[src/rtl/pc_sequencer.sv]
// Fetch-side program counter sequencer: issues handshaked, stallable fetch requests
// and applies branch/jump redirects, trapping on misaligned targets.
module pc_sequencer #(
    parameter logic [31:0] RESET_VECTOR = 32'h0000_0000,
    parameter logic [31:0] TRAP_VECTOR  = 32'h0000_0100
) (
    input  logic        clk,
    input  logic        reset,
    input  logic        pc_write,
    input  logic        redirect_valid,
    input  logic [31:0] redirect_target,
    output logic        imem_req,
    output logic [31:0] imem_addr,
    input  logic        imem_ready,
    output logic [31:0] pc_out,
    output logic [31:0] pc_plus4,
    output logic        fetch_valid,
    output logic        flush,
    output logic        misalign_trap,
    output logic [31:0] trap_epc,
    output logic [31:0] fetch_count
);

    typedef enum logic [1:0] {
        ST_RST   = 2'd0,
        ST_FETCH = 2'd1,
        ST_HOLD  = 2'd2
    } state_t;

    state_t      state_reg;
    logic [31:0] pc_reg;
    logic        pend_reg;
    logic [31:0] pend_pc_reg;
    logic [31:0] trap_epc_reg;
    logic [31:0] fetch_count_reg;

    logic        in_fetch;
    logic        in_hold;
    logic        misaligned;
    logic        redirect_live;
    logic [31:0] eff_target;
    logic [31:0] pc_plus4_next;

    assign in_fetch      = (state_reg == ST_FETCH);
    assign in_hold       = (state_reg == ST_HOLD);
    assign misaligned    = (redirect_target[1:0] != 2'b00);
    assign eff_target    = misaligned ? TRAP_VECTOR : redirect_target;
    assign pc_plus4_next = pc_reg + 32'd4;

    // Redirects are ignored while leaving reset; elsewhere their side effects are immediate.
    assign redirect_live = redirect_valid & (in_fetch | in_hold);

    assign imem_req      = in_fetch;
    assign imem_addr     = pc_reg;
    assign pc_out        = pc_reg;
    assign pc_plus4      = pc_plus4_next;
    assign fetch_valid   = in_fetch & imem_ready & ~redirect_valid & ~pend_reg;
    assign flush         = redirect_live;
    assign misalign_trap = redirect_live & misaligned;
    assign trap_epc      = trap_epc_reg;
    assign fetch_count   = fetch_count_reg;

    always_ff @(posedge clk) begin
        if (reset) begin
            state_reg       <= ST_RST;
            pc_reg          <= RESET_VECTOR;
            pend_reg        <= 1'b0;
            pend_pc_reg     <= 32'd0;
            trap_epc_reg    <= 32'd0;
            fetch_count_reg <= 32'd0;
        end else begin
            if (misalign_trap) begin
                trap_epc_reg <= redirect_target;
            end
            if (fetch_valid) begin
                fetch_count_reg <= fetch_count_reg + 32'd1;
            end

            case (state_reg)
                ST_RST: begin
                    state_reg <= pc_write ? ST_FETCH : ST_HOLD;
                end
                ST_FETCH: begin
                    if (imem_ready) begin
                        if (redirect_valid) begin
                            pc_reg <= eff_target;
                        end else if (pend_reg) begin
                            pc_reg <= pend_pc_reg;
                        end else begin
                            pc_reg <= pc_plus4_next;
                        end
                        pend_reg  <= 1'b0;
                        state_reg <= pc_write ? ST_FETCH : ST_HOLD;
                    end else if (redirect_valid) begin
                        // The outstanding request keeps its address; the redirect waits for completion.
                        pend_reg    <= 1'b1;
                        pend_pc_reg <= eff_target;
                    end
                end
                ST_HOLD: begin
                    if (redirect_valid) begin
                        pc_reg <= eff_target;
                    end
                    if (pc_write) begin
                        state_reg <= ST_FETCH;
                    end
                end
                default: begin
                    state_reg <= ST_RST;
                end
            endcase
        end
    end

endmodule

[config.mk]
export PLATFORM = sky130hd
export DESIGN_NAME = pc_sequencer
export DESIGN_NICKNAME = d
export VERILOG_FILES = /design/src/rtl/pc_sequencer.sv
export SDC_FILE = /design/constraint.sdc
export NUM_CORES = 1
export LEC_CHECK = 0
export ABC_AREA = 1
export CORE_UTILIZATION = 25
export DETAILED_ROUTE_END_ITERATION = 16
export PLACE_DENSITY_LB_ADDON = 0.25
export SLEW_MARGIN = 20
export SYNTH_ARGS = -nofsm -noshare
export SYNTH_HDL_FRONTEND = slang
export SYNTH_SLANG_ARGS = --single-unit
[constraint.sdc]
create_clock -name clk -period 4.95 [get_ports clk]
set_clock_uncertainty 0.15 [all_clocks]
set_input_delay 0.99 -clock clk [delete_from_list [all_inputs] [get_ports clk]]
set_output_delay 0.99 -clock clk [all_outputs]
set_load 0.01 [all_outputs]
==> results of run 1 <==
## worst max-delay path: cells and delay by family
| family | cells | cell delay, ns |
|---|---|---|
| AND/OR/NAND/NOR | 2 | 0.29 |
| buffers and inverters | 4 | 1.33 |
## logic make-up (layout without fill, tap and decap cells)
group                      Yosys count  count (layout)  share of synthesized area (%)
AOI/OAI and AO/OA                  216             216                           17.6
xor gates and xnor gates            23              23                           3.01
adders and majority gates            4               4                          0.720
buffers and inverters              145             309                           10.2
DFF                                131             131                           37.8
other                                0               1                              0
and+or+nand+nor                    512             512                           30.8
## metrics by stage
stage                     hold slack, ns  std cells  setup WS [ns]  area, um2
final                              0.296       1568           1.18       9660
after global routing               0.321       1568           1.11       9660
after CTS                          0.297       1567           1.14       9660
after detailed placement           0.287       1537           1.15       9040
after global placement             0.284       1537           1.15       9040
after floorplan                    0.275       1031           2.22       6950
## worst paths after layout
path | to | slack (ns) | depth (start not counted)
worst min register to register | pend_pc_reg[1] | 0.30 | 2
worst max-delay path | misalign_trap | 1.18 | 6
worst min-delay path | pend_pc_reg[1] | 0.30 | 2
worst max register to register | imem_addr[7] | 2.20 | 8
## per-layer routing
metal	global-route usage [%]	vias up	wire length, um
met5	0	-	0
met1	23.2	3233	11500
met3	3.65	19	1260
met2	26.5	218	10800
li1	-	3615	-
met4	4.51	0	271
## cell usage in the layout, fill, tap and decap left out, types with 2 or more instances in the layout
cell and count:
inv_2 5, nor2_1 169, dfxtp_1 131, o211a_1 18, o221ai_1 2, nand2_1 269
clkdlybuf4s50_1 199, nand3b_1 6, bufinv_16 4, nand4_1 8, nand2_2 5, nor3b_1 2
nand3_1 21, a21oi_1 78, nor2_4 7, o21ai_0 97, o21ai_1 3, ha_1 4
and2_1 4, a31oi_1 3, buf_4 10, xnor2_1 10, xor2_1 12, clkbuf_1 2
a211oi_1 12, clkbuf_8 2, clkinvlp_4 4, nor3_1 5, clkbuf_16 17, nor2_2 13
inv_1 63
## power breakdown
part	internal [W]	switching, W
Clock	0.000863	0.000473
Sequential	0.00114	0.000115
Combinational	0.000423	0.000435
## area by class of cell
cell class | instances | area [um2]
Fill cell | 2916 | 17400
Multi-Input combinational cell | 755 | 3630
Sequential cell | 131 | 2620
Timing Repair Buffer | 210 | 2070
Tap cell | 372 | 465
Clock buffer | 21 | 460
Inverter | 69 | 259
Clock inverter | 9 | 155
Antenna cell | 1 | 2.50
==> flow_metrics.py, run 1 <==
metrics = {
    "yosys": {
        "ys_top_cells_by_area": "dfxtp_1 (38%), nand2_1 (15%), nor2_1 (9.2%), o21ai_0 (7.0%), a21oi_1 (5.6%)",
        "async_flop_share_pct": 0,
        "synth_area_leader_cell": "dfxtp_1",
        "synth_most_common_cell": "nand2_1",
        "synth_top_area_share_pct": 37.8,
        "syn-num-nets": 1072,
        "synth_edf_count": 0,
        "synth.avg_cell_area_um2": 6.74,
        "ys_seq_area_share_pct": 37.8,
        "synth_cell_types": 36,
        "mappedNetlistArea_mm2": 0.00695,
        "yosysWarnings": 0,
        "ys.flop_type": "dfxtp_1",
        "synthTopCellsByCount": "nand2_1 (269), nor2_1 (170), dfxtp_1 (131)",
        "synth_seq_cells": 131,
        "synth_cells": 1031,
    },
    "detailed_routing": {
        "via_per_inst": 4.52,
        "wl_um": 23800,
        "num_vias": 7085,
        "drc": 0,
        "drtAntennaViolNets": 0,
        "drt_iter0_markers": 407,
        "avgRoutedWirePerCell_um": 15.2,
        "first_pass_iters": 4,
    },
    "power": {
        "p_per_area_mw_per_mm2": 357,
        "power.total_w": 0.00345,
        "irDropWorstVdd_uv": 220,
        "p_leak_nw": 3.48,
    },
    "grt": {
        "first_global_vias": 6686,
        "grt_max_degree": 67,
        "grtUsageTotal_pct": 16.9,
        "grt_first_pass_wirelength_um": 37200,
        "grt.overflow.total": 0,
        "grt_antenna_before_repair": 1,
    },
    "final_layout": {
        "utilization_pct": 35.7,
        "drive_gt1_share_pct": 6.19,
        "area_growth_pct": 39.1,
        "nNetsFinal": 1225,
    },
    "clock_network": {
        "numCtsBuffers": 17,
        "cts_sinks": 131,
        "cts-root-buf": "clkbuf_16",
        "cts_tree": "done",
        "cts_resized": 0,
        "clk_pin_slew_ns": 0.05,
        "cts_buffer_depth": 2,
        "cts_setup_buffers": 0,
        "postCtsHoldBufs": 0,
        "clock_latency_ns": 0.42,
        "htreeDepth": 4,
    },
    "floorplanning": {
        "die_area_mm2": 0.0285,
        "die_w_um": 169,
        "row_count": 60,
        "start_util_pct": 25.6,
        "die-height_um": 169,
        "core-area_mm2": 0.0271,
        "pin_count": 201,
    },
    "sta": {
        "fin_crit_sh_pct": 76.1,
        "tightestPinTransition_ns": 1.06,
        "setup_viol": 0,
        "hold_viol_final": 0,
        "grt_setup_unrepaired": "false",
        "finalSetupTns_ns": 0,
        "maxSlewViolCount": 0,
        "slew_headroom_pct": 29.1,
        "fin_crit_ns": 3.77,
        "fmax_ghz": 0.265,
    },
    "placement": {
        "place_hpwl_um": 17500,
        "globalplace.congestion": 0.838,
        "portBuffers": 200,
    },
    "setup_path": {
        "worst_ep_required_time_ns": 3.81,
        "worstSetupEndpointType": "output pin",
        "crit_path_start": "redirect_valid",
        "r2r_start": "state_reg[0]",
        "worstPathArrival_ns": 2.63,
        "cpMaxStageDelayCell": "clkdlybuf4s50_1",
        "critPathKind": "in -> out",
        "crit_path_start_kind": "primary input",
        "path_max_fanout": 5,
        "cp_cell_sequence": "clkdlybuf4s50_1 -> inv_2 -> nor2_4 -> nand2_2 -> inv_2 -> clkdlybuf4s50_1",
        "cpPeakStageDelay_ns": 0.61,
    },
    "worst_hold_path": {
        "hold_path_class": "reg -> reg",
        "hold_path.startpoint": "pend_pc_reg[1]",
    },
    "job": {
        "cap_viol_max_count": 0,
    },
    "outcome": {
        "status": "completed",
    },
}
Power figures use the tool's default switching activity.
==> inputs of run 2 (changes only) <==
clock period = 3.6 ns   (was 4.95 ns; I/O delays follow)
==> run 2 against run 1 <==
Net effect: global-route usage hardly changed; via count hardly changed; flip-flop and latch count stayed put; combinational power is 40% higher; hold slack better by 0.0060 ns; first-iteration DRC count is 9.8% higher; die area stayed put; largest power group unchanged; utilization is 0.27 points higher; clock-buffer cell count is 4 lower; final cell count is 0.45% higher.
==> flow_metrics.py, run 2 (same netlist as run 1, synthesis figures left out) <==
metrics = {
    "detailed_routing": {
        "first_pass_iters": 5,
        "drc": 0,
        "num_vias": 7079,
        "drt_iter0_markers": 447,
        "via_per_inst": 4.49,
        "avgRoutedWirePerCell_um": 15.1,
        "drtAntennaViolNets": 0,
        "wl_um": 23800,
    },
    "final_layout": {
        "nNetsFinal": 1229,
        "layout_commonest_cell": "nand2_1",
        "utilization_pct": 35.9,
        "mostFrequentLayoutCells": "nand2_1 (269), clkdlybuf4s50_1 (199), nor2_1 (169)",
        "drive_gt1_share_pct": 6.83,
        "area_growth_pct": 40.1,
        "final_cells": 1575,
    },
    "sta": {
        "fin_crit_sh_pct": 93.5,
        "hold_viol_final": 0,
        "setup_viol": 0,
        "grt_setup_unrepaired": "false",
        "fin_crit_ns": 3.37,
        "slew_headroom_pct": 56.6,
        "finalSetupTns_ns": 0,
        "maxSlewViolCount": 0,
        "worst_slack_ns": 0.233,
        "tightestPinTransition_ns": 0.644,
        "fmax_ghz": 0.297,
    },
    "grt": {
        "grt_max_degree": 70,
        "grtUsageTotal_pct": 16.9,
        "grt_antenna_before_repair": 2,
        "grt.overflow.total": 0,
        "first_global_vias": 6712,
        "grt_first_pass_wirelength_um": 37200,
    },
    "worst_hold_path": {
        "hold_path_class": "reg -> reg",
        "holdPathEnd": "pend_pc_reg[0]",
        "whs_path_depth": 2,
        "hold_path.startpoint": "pend_pc_reg[0]",
    },
    "floorplanning": {
        "core-area_mm2": 0.0271,
        "die_area_mm2": 0.0285,
        "die_w_um": 169,
        "pin_count": 201,
        "start_util_pct": 25.6,
        "row_count": 60,
        "die-height_um": 169,
    },
    "clock_network": {
        "clk_pin_slew_ns": 0.06,
        "clock_latency_ns": 0.42,
        "cts_setup_buffers": 0,
        "cts-root-buf": "clkbuf_16",
        "cts_buffer_depth": 2,
        "postCtsHoldBufs": 0,
        "cts_resized": 0,
        "htreeDepth": 4,
        "cts_sinks": 131,
        "cts_tree": "done",
        "numCtsBuffers": 17,
    },
    "setup_path": {
        "critPathKind": "reg -> out",
        "cp_cell_sequence": "ha_1 -> inv_1 -> nor2_2 -> nand2_2 -> nor2_4 -> nand3b_1 -> nand2_1 -> clkdlybuf4s50_1",
        "r2r-end": "imem_addr[28]",
        "worst_ep_required_time_ns": 2.73,
        "regToRegSetupSlack_ns": 1.31,
        "path_max_fanout": 5,
        "crit_family": "simple AND/OR/NAND/NOR gates",
        "worstPathArrival_ns": 2.50,
        "crit_path_start_kind": "flop",
        "cpPeakStageDelay_ns": 0.56,
        "r2r_start": "state_reg[0]",
        "worstSetupEndpointType": "output pin",
        "cpMaxStageDelayCell": "clkdlybuf4s50_1",
        "reg2regPathDepth": 9,
        "worst-path-buf-inv": 2,
    },
    "placement": {
        "dp_cells": 1541,
        "globalplace.congestion": 0.838,
        "portBuffers": 200,
        "dp_slack_ns": 0.482,
        "place_hpwl_um": 17600,
    },
    "power": {
        "power.total_w": 0.00481,
        "p_leak_nw": 3.53,
        "p_per_area_mw_per_mm2": 494,
        "irDropWorstVdd_uv": 323,
    },
    "outcome": {
        "status": "completed",
    },
    "job": {
        "cap_viol_max_count": 0,
    },
}
[run 2: final cells by class]
| class | instances | area, um2 |
|---|---|---|
| Inverter | 69 | 259 |
| Clock inverter | 15 | 205 |
| Tap cell | 372 | 465 |
| Timing Repair Buffer | 214 | 2130 |
| Antenna cell | 2 | 5.00 |
| Multi-Input combinational cell | 755 | 3630 |
| Fill cell | 2890 | 17400 |
| Sequential cell | 131 | 2620 |
| Clock buffer | 17 | 425 |
[run 2: how the worst max path moves through the flow]
stage / from / endpoint / slack [ns] / depth (start not counted)
global route: imem_addr[3] / pc_plus4[18] / 0.07 / 7
detailed placement: redirect_valid / misalign_trap / 0.48 / 6
global placement: redirect_valid / misalign_trap / 0.46 / 6
CTS: imem_addr[3] / pc_plus4[26] / 0.21 / 9
floorplan: imem_addr[3] / pc_plus4[26] / 1.34 / 7
finish: imem_addr[3] / pc_plus4[22] / 0.23 / 8
[run 2: worst register-to-register path: stages (launching register included)]
cell and delay [ns]:
dfxtp_1 0.34, inv_1 0.06, ha_1 0.25, inv_1 0.16
o21ai_1 0.14, a21oi_4 0.48, buf_4 0.26, buf_4 0.15
o21ai_0 0.08, a21oi_1 0.15
[run 2: routing by layer]
layer	vias up	wire, um	track usage (%)
met5	-	0	0
met3	22	1390	3.48
met4	0	395	5.02
met1	3206	11400	22.8
met2	221	10700	26.9
li1	3630	-	-
[run 2: stage by stage]
stage	hold slack, ns	area (um2)
2_1_floorplan	0.275	6950
3_3_place_gp	0.294	9100
3_5_place_dp	0.297	9100
4_1_cts	0.307	9730
5_1_grt	0.329	9740
6_report	0.302	9740
[run 2: power breakdown]
group | switching [W] | total [W] | internal, W | leakage (nW)
Combinational | 0.000599 | 0.00120 | 0.000596 | 2.15
Clock | 0.000713 | 0.00188 | 0.00117 | 0.306
Sequential | 0.000156 | 0.00173 | 0.00157 | 1.07
Total | 0.00147 | 0.00481 | 0.00334 | 3.53
==> inputs of run 3 (changes only) <==
ABC_AREA = 0   (was 1)
PLACE_DENSITY_LB_ADDON = unset   (was 0.25)
REMOVE_ABC_BUFFERS = 1   (was unset)
==> run 3 against run 2 <==
Net effect: largest power group unchanged; setup slack worse by 0.11 ns; power is 16% lower; utilization is 0.57 points higher.
==> flow_metrics.py, run 3 <==
metrics = {
    "outcome": {
        "status": "completed",
    },
    "final_layout": {
        "layout_commonest_cell": "clkdlybuf4s50_1",
        "area_growth_pct": 41.6,
        "drive_gt1_share_pct": 10.4,
        "utilization_pct": 36.5,
        "mostFrequentLayoutCells": "clkdlybuf4s50_1 (198), dfxtp_1 (127), nand2_1 (121)",
        "nNetsFinal": 1053,
    },
    "worst_hold_path": {
        "hold_path.startpoint": "pend_pc_reg[4]",
        "hold_path_class": "reg -> reg",
        "whs_path_depth": 2,
        "holdPathEnd": "pend_pc_reg[4]",
    },
    "detailed_routing": {
        "avgRoutedWirePerCell_um": 17.4,
        "wl_met1_um": 10700,
        "dr_wl_met2_um": 10900,
        "first_pass_iters": 5,
        "top_layer": "met4",
        "drc": 0,
        "wl_met3_um": 1690,
        "num_vias": 6712,
        "drtAntennaViolNets": 0,
        "via_per_inst": 4.94,
        "drt_iter0_markers": 424,
        "wl_um": 23700,
    },
    "setup_path": {
        "cpMaxStageDelayCell": "clkdlybuf4s50_1",
        "crit_family": "buffers and inverters",
        "r2r_start": "state_reg[1]",
        "cp_cell_sequence": "nand4_2 -> nor4_2 -> buf_4 -> xor2_1 -> clkdlybuf4s50_1",
        "worstSetupEndpointType": "output pin",
        "path_max_fanout": 7,
        "cpPeakStageDelay_ns": 0.61,
        "worst-path-buf-inv": 2,
        "reg2regPathDepth": 8,
        "r2r-end": "imem_addr[22]",
        "worstPathArrival_ns": 2.61,
        "critPathKind": "reg -> out",
        "worst_ep_required_time_ns": 2.73,
        "crit_path_start_kind": "flop",
        "regToRegSetupSlack_ns": 1.10,
    },
    "yosys": {
        "async_flop_share_pct": 0,
        "synth_area_leader_cell": "dfxtp_1",
        "synth_cells": 849,
        "synth_seq_cells": 131,
        "synth.avg_cell_area_um2": 8.00,
        "synth_most_common_cell": "dfxtp_1",
        "synth_cell_types": 71,
        "ys_top_cells_by_area": "dfxtp_1 (39%), a21oi_1 (7.0%), nand2_1 (6.7%), nand3_1 (4.6%), nor2_1 (4.0%)",
        "mappedNetlistArea_mm2": 0.00679,
        "synth_top_area_share_pct": 38.6,
        "ys.flop_type": "dfxtp_1",
        "synth_edf_count": 0,
        "ys_seq_area_share_pct": 38.6,
        "yosysWarnings": 0,
        "synthTopCellsByCount": "dfxtp_1 (131), nand2_1 (121), a21oi_1 (95)",
    },
    "sta": {
        "slew_headroom_pct": 40.0,
        "maxSlewViolCount": 0,
        "fmax_ghz": 0.287,
        "grt_setup_unrepaired": "true",
        "holdWs_ns": 0.300,
        "setup_viol": 0,
        "fin_crit_sh_pct": 96.7,
        "fin_crit_ns": 3.48,
        "tightestPinTransition_ns": 0.900,
        "hold_viol_final": 0,
    },
    "floorplanning": {
        "pin_count": 201,
        "die_area_mm2": 0.0278,
        "core-area_mm2": 0.0264,
        "row_count": 59,
        "start_util_pct": 25.8,
        "die-height_um": 167,
        "die_w_um": 167,
    },
    "power": {
        "power_frac_comb_pct": 17.8,
        "net-switching-power_w": 0.00113,
        "p_int_w": 0.00293,
        "clockPowerShare_pct": 43.6,
        "p_sw_share_pct": 27.9,
        "power_frac_seq_pct": 38.6,
        "irDropWorstVdd_uv": 209,
        "p_per_area_mw_per_mm2": 422,
        "p_leak_nw": 3.29,
    },
    "grt": {
        "grtUsageTotal_pct": 16.9,
        "grt_max_degree": 78,
        "first_global_vias": 6235,
        "grt_first_pass_wirelength_um": 36900,
        "grt_antenna_before_repair": 1,
        "grt.overflow.total": 0,
    },
    "clock_network": {
        "cts_sinks": 131,
        "clk_pin_slew_ns": 0.06,
        "postCtsHoldBufs": 0,
        "cts_buffer_depth": 2,
        "numCtsBuffers": 17,
        "cts_tree": "done",
        "cts-root-buf": "clkbuf_16",
        "clock_latency_ns": 0.42,
        "htreeDepth": 4,
    },
    "placement": {
        "place_hpwl_um": 16300,
        "globalplace.congestion": 0.824,
        "portBuffers": 200,
    },
    "job": {
        "cap_viol_max_count": 0,
    },
}
[run 3: worst max-delay path by stage]
| stage | start | endpoint | cells after the start |
|---|---|---|---|
| after floorplan | redirect_valid | misalign_trap | 3 |
| after global placement | imem_addr[12] | pc_plus4[29] | 6 |
| after detailed placement | imem_addr[12] | pc_plus4[22] | 6 |
| after CTS | imem_addr[18] | pc_plus4[22] | 6 |
| after global routing | imem_addr[4] | pc_plus4[17] | 5 |
| final | imem_addr[4] | pc_plus4[17] | 5 |
[run 3: layout make-up]
| class | count | area (um2) |
|---|---|---|
| Antenna cell | 1 | 2.50 |
| Clock inverter | 13 | 163 |
| Sequential cell | 131 | 2630 |
| Timing Repair Buffer | 236 | 2300 |
| Multi-Input combinational cell | 607 | 3600 |
| Tap cell | 335 | 419 |
| Clock buffer | 18 | 429 |
| Fill cell | 2701 | 16700 |
| Inverter | 19 | 71.3 |
[run 3: cell families (layout without fill, tap and decap cells)]
group,after synthesis,after routing,synth area share [%]
muxes,6,6,0.903
and+or+nand+nor,367,367,27.5
adders and majority gates,4,4,0.737
other,0,1,0
AOI/OAI and AO/OA,175,175,15.9
xor gates and xnor gates,55,55,7.09
DFF,131,131,38.6
buffers and inverters,111,286,9.17
[run 3: through the flow]
stage	TNS, ns	cells	power (W)	worst slack [ns]	area, um2
6_report	0	1360	0.00406	0.120	9620
5_1_grt	-0.0272	1359	0.00423	-0.0138	9610
4_1_cts	0	1357	0.00411	0.00119	9550
3_5_place_dp	0	1326	0.00232	0.383	8950
3_3_place_gp	0	1326	0.00232	0.415	8950
2_1_floorplan	0	757	0.00188	0.544	6240
[run 3: power by group through the flow]
stage	clock network [W]	logic (W)	registers [W]
4_1_cts	0.00182	0.000731	0.00156
3_3_place_gp	0	0.000725	0.00159
6_report	0.00177	0.000724	0.00157
3_5_place_dp	0	0.000728	0.00160
5_1_grt	0.00188	0.000780	0.00157
2_1_floorplan	0	0.000253	0.00163
[run 3: what timing repair did]
item,4_1_cts,5_1_grt
endpoints found under the setup margin,9,18
resized for setup,1,13
pin swaps,1,2
buffers inserted,0,2
[run 3: worst register-to-register path: stages, from the launching register on]
cell and delay, ns:
dfxtp_1 0.34, inv_1 0.08, ha_1 0.34, nor2b_1 0.52, or2_2 0.35, buf_12 0.22
nor4_1 0.08, mux2i_1 0.16, o221ai_1 0.12
[run 3: metal layers]
layer  GRT usage [%]  up-vias
li1                -     3281
met1            21.8     3170
met2            26.9      235
met3            5.44       26
met4            4.51        0
met5               0        -
